--- config.mk ---
export PLATFORM = sky130hd
export DESIGN_NAME = decoder_with_enabler_n
export DESIGN_NICKNAME = d
export VERILOG_FILES = /design/src/rtl/decoder_pkg.sv /design/src/rtl/decoder_out_reg.sv /design/src/rtl/decoder_with_enabler_n.sv
export SDC_FILE = /design/constraint.sdc
export NUM_CORES = 1
export LEC_CHECK = 0
export CAP_MARGIN = 30
export CORE_MARGIN = 2
export CORE_UTILIZATION = 40
export CTS_CLUSTER_SIZE = 25
export DETAILED_ROUTE_END_ITERATION = 10
export DONT_BUFFER_PORTS = 1
export HOLD_SLACK_MARGIN = 0.12
export SETUP_SLACK_MARGIN = 0.5
export SYNTH_ARGS = -nofsm -noshare
export SYNTH_HDL_FRONTEND = slang
export SYNTH_HIERARCHICAL = 1
export SYNTH_SLANG_ARGS = --single-unit
--- constraint.sdc ---
create_clock -name clk -period 1 [get_ports clk]
set_input_delay 0.1 -clock clk [delete_from_list [all_inputs] [get_ports clk]]
set_output_delay 0.1 -clock clk [all_outputs]
set_load 0.01 [all_outputs]
--- src/rtl/decoder_pkg.sv ---
// Shared constants and helper functions for the enabled N-to-2^N decoder.
// Optional build macro: DECODER_WITH_ENABLER_BYPASS_EN (see decoder_out_reg).
package decoder_pkg;

    // Legal range of the code width N.
    localparam int N_MIN     = 1;
    localparam int N_MAX     = 8;
    localparam int OUT_W_MAX = 1 << N_MAX;

    // Full-width one-hot decode. The enable is checked first so an unknown
    // code while disabled can never reach the result. The code is masked to
    // n bits and the shift is done at the full output width, so no code bit is
    // truncated or sign-extended into the result.
    function automatic logic [OUT_W_MAX-1:0] onehot_decode(
        input logic [N_MAX-1:0] code,
        input logic             enabler,
        input int               n
    );
        logic [N_MAX-1:0]     mask;
        logic [OUT_W_MAX-1:0] result;
        mask   = N_MAX'((1 << n) - 1);
        result = '0;
        if (enabler) begin
            result = OUT_W_MAX'(1) << (code & mask);
        end
        return result;
    endfunction

    // Number of set bits in a vector. The assertions use it for the
    // one-hot-or-zero check.
    function automatic int popcount(input logic [OUT_W_MAX-1:0] v);
        int count;
        count = 0;
        for (int i = 0; i < OUT_W_MAX; i++) begin
            count += int'(v[i]);
        end
        return count;
    endfunction

endpackage

--- src/rtl/decoder_out_reg.sv ---
// W-bit output register with a synchronous active-low clear.
// When DECODER_WITH_ENABLER_BYPASS_EN is defined, the register is removed and
// q follows d combinationally. clk and rst_n are then unused.
module decoder_out_reg #(
    parameter int W = 16
) (
    input  logic         clk,
    input  logic         rst_n,
    input  logic [W-1:0] d,
    output logic [W-1:0] q
);

`ifdef DECODER_WITH_ENABLER_BYPASS_EN
    // In the zero-latency build the clock and reset are kept only as ports.
    logic unused_clk_rst;
    assign unused_clk_rst = clk ^ rst_n;

    // Pass the decode straight through.
    assign q = d;
`else
    logic [W-1:0] q_q;

    // Capture the decode on every edge. Reset takes priority over the data.
    always_ff @(posedge clk) begin
        if (!rst_n) begin
            q_q <= '0;
        end else begin
            q_q <= d;
        end
    end

    assign q = q_q;
`endif

endmodule

--- src/rtl/decoder_with_enabler_n.sv ---
// Parameterised N-to-2^N decoder with enable and a registered one-hot output.
// The output is driven straight from flops. If DECODER_WITH_ENABLER_BYPASS_EN
// is defined, the output is combinational with zero latency instead.
module decoder_with_enabler_n
    import decoder_pkg::*;
#(
    parameter int N = 4
) (
    input  logic              clk,
    input  logic              rst_n,
    input  logic [N-1:0]      code,
    input  logic              enabler,
    output logic [(1<<N)-1:0] o
);

    localparam int W = 1 << N;

    // Refuse to elaborate outside the supported code widths.
    generate
        if (N < N_MIN || N > N_MAX) begin : g_bad_n
            $error("decoder_with_enabler_n: N=%0d outside %0d..%0d", N, N_MIN, N_MAX);
        end
    endgenerate

    logic [W-1:0] decode_d;

    // Combinational decode of the current inputs. The register stage follows.
    always_comb begin
        decode_d = W'(onehot_decode(N_MAX'(code), enabler, N));
    end

    decoder_out_reg #(
        .W (W)
    ) u_out_reg (
        .clk   (clk),
        .rst_n (rst_n),
        .d     (decode_d),
        .q     (o)
    );

`ifndef SYNTHESIS
    // The output is never more than one-hot.
    a_onehot0: assert property (@(posedge clk) popcount(OUT_W_MAX'(o)) <= 1)
        else $error("decoder_with_enabler_n: output not one-hot-or-zero");
`ifdef DECODER_WITH_ENABLER_BYPASS_EN
    // In the combinational build, a disabled decoder gives zero at once.
    always_comb begin
        a_disable_zero: assert (enabler !== 1'b0 || o == '0)
            else $error("decoder_with_enabler_n: output set while disabled");
    end
`else
    // A disabled cycle gives an all-zero output after the next edge.
    a_disable_zero: assert property (@(posedge clk) !enabler |=> (o == '0))
        else $error("decoder_with_enabler_n: output set after disabled cycle");
`endif
`endif

endmodule

==> results <==
- The run finished, with violations left.
- The final reports fail on negative hold slack.
- The peak supply drop is 0.6747 mV.
- In this run the deepest clock path goes through 2 buffers.
- The HPWL after detailed placement is 676.4 um.
- In the final design database the tool counted 67 nets.
- In the layout the commonest cells are 16 x sky130_fd_sc_hd__dfxtp_2, 10 x sky130_fd_sc_hd__nor2_1, 10 x sky130_fd_sc_hd__and2_2.
- In the final layout, the share of cells above drive strength 1 is 67.80%.
- After clock tree synthesis, the clock-pin slew on the worst setup and hold paths is 0.09 ns.
- Yosys attributes the largest share of cell area to sky130_fd_sc_hd__dfxtp_1 57%, sky130_fd_sc_hd__and2_2 16%, sky130_fd_sc_hd__nor2_1 7.3%.
- The worst setup path is captured at an output pin.
- The share of synthesized area occupied by flip-flops and latches is 56.51%.
- TritonCTS built the clock tree.
- The detailed-routing iteration count for the pre-antenna-repair pass is 2.
- For this block, the routed nets add up to 884 um of wire.
- The count of pins over their slew limit is 0.
- The transition time at the pin with the least slew margin is 0.1785 ns.
- Setup repair after global routing could not meet its margin everywhere.
- The global placer's final weighted congestion is 0.7703.
- The number of nets with antenna violations after routing is 0.
- The signed area change from the synthesized netlist to the final layout is 16.11%.
- The count of endpoints failing setup in the final report is 0.
- For this configuration, the core starts out at a cell density of 43.02%.
- Along the worst path, the maximum fanout reaches 1.
- The count of buffers added on input and output ports is 0.
- CTS placed an instance of sky130_fd_sc_hd__clkbuf_4 at the clock tree root.
- For this design the static power due to leakage is 0.0002643 uW.
- Counting every net in the synthesized netlist gives 63.
- The die is 41.64 um tall.
- The tightest hold path in the finished design has a slack of -0.05890 ns.
- Counting every instance in the synthesized netlist gives 56.
- After floorplanning, the core was sized to cover 1318 um2.
- The residual DRC count is 0.
- The worst hold path belongs to the class primary input to flop.
- The synthesis warning total is 6.
- Synthesis inferred 16 register bits.
- The width of the chip is 41.64 um.
- Max-cap violations in this run came to 0.
- The row count is 13.
- The routed length per instance is 11.95 um.
- CTS built an H-tree with a depth of 1.
- For the worst setup path, the data arrival time is 0.64 ns.
- Counting the buffers created by CTS gives 3.
- The leading cell type in the layout, fill and taps excluded is sky130_fd_sc_hd__dfxtp_2.
- The minimum period implied by the final worst setup slack is 0.7381 ns.
- Summing over every cut layer, the via total after detailed routing is 346.
- The first global-routing pass estimated 1386 um of wire.
- The number of antenna violations at the first check in global routing was 0.
- Each instance of the synthesized netlist takes up on average 10.12 um2.
- The global route total overflow is 0.
- The area share of the largest cell type after synthesis is 56.51%.
- The worst slew margin relative to its limit is 88.07%.
- The count of final hold-check violations came to 16.
- The overall track demand over capacity in global routing is 11.50%.
- The top achievable clock speed is 1.355 GHz.
- The startpoint type of the worst setup path is a flop.
- The number of global-route vias before repair is 324.
- The power per unit of standard cell area is 1674 nW/um2.
- The kind of critical path is flop to output pin.
- The period utilization is 73.81%.
- The distinct cell type count of the synthesized netlist is 13.
- Summed over all instances, the cell type with the most area after synthesis is sky130_fd_sc_hd__dfxtp_1.
- The setup TNS is 0 ns.
- The register with the most flip-flops in the layout has 16 of them.
- The required time of the critical path is 0.90 ns.
- The cell area that synthesis handed to floorplanning was 566.8 um2.
- The overall die area is 1734 um2.
- The first routing iteration left 4 violations.
- Clock tree synthesis found a total of 16 sinks.
- Buffers added to address setup during post-CTS repair amount to 0.
- Entering global routing, the biggest net connects 17 pins.
- 23 I/O pins were placed.
- The repair_antennas step left the layout with diodes totalling 0.
- The average vias per placed instance is 4.676.
==> layer usage <==
metal / track usage [%] / part of all wire [%] / vias up / routed length (um)
met2: 15.94 / 44 / 14 / 388
met4: 9.677 / 1.7 / 0 / 15
met5: 0 / 0 / - / 0
met1: 13.55 / 47 / 147 / 416
met3: 4.783 / 7.2 / 2 / 64
li1: - / - / 183 / -
==> power by group <==
group	internal, uW	switching [uW]	total, uW
Sequential	644	5.38	649
Combinational	22.0	18.5	40.4
Clock	221	191	412
Total	887	215	1100
==> layout make-up <==
class	instances	area, um2
clock buffers	4	36.28
flip-flops and latches	16	340.3
well taps	15	18.77
multi-input cells	39	262.8
fillers	129	659.4
==> final timing paths <==
kind                            from               to  slack [ns]  cells past startpoint
worst max-delay path  u_out_reg/q[5]             o[5]        0.26                      0
worst min-delay path           rst_n  u_out_reg/q[11]       -0.06                      1
==> logic make-up (layout without fill, tap and decap cells) <==
logic type	after synthesis	after routing	synth area share [%]
flip-flops	16	16	56.51
AND/OR/NAND/NOR	39	39	41.50
buffers and inverters	1	4	1.987
==> through the flow <==
| stage | setup WS (ns) | power, uW | cells | util, % | area (um2) |
|---|---|---|---|---|---|
| 6_report | 0.2619 | 1102 | 74 | 49.95 | 658.1 |
| 3_3_place_gp | 0.1983 | 703.5 | 70 | 45.49 | 599.3 |
| 5_1_grt | 0.2232 | 1172 | 74 | 49.95 | 658.1 |
| 3_5_place_dp | 0.1813 | 704.2 | 70 | 45.49 | 599.3 |
| 4_1_cts | 0.2509 | 1113 | 74 | 49.76 | 655.6 |
| 2_1_floorplan | 0.2158 | 703.9 | 56 | - | 591.8 |
==> timing repair <==
action / CTS / global route
gates resized for setup: 16 / 1
pin swaps: 0 / 1
endpoints found under the hold margin: 16 / 16
setup endpoints to repair: 18 / 20
==> cell usage after synthesis <==
cell type                  number
sky130_fd_sc_hd__and2_2        12
sky130_fd_sc_hd__nor2_1        11
sky130_fd_sc_hd__nand2b_1       2
sky130_fd_sc_hd__nor2_2         1
sky130_fd_sc_hd__nor3_1         3
sky130_fd_sc_hd__nor3_2         1
sky130_fd_sc_hd__nand3b_1       2
sky130_fd_sc_hd__buf_6          1
sky130_fd_sc_hd__and2_1         4
sky130_fd_sc_hd__nand3_1        1
sky130_fd_sc_hd__or3b_4         1
sky130_fd_sc_hd__dfxtp_1       16
sky130_fd_sc_hd__nand2_1        1
(Power assumes the default switching activity.)
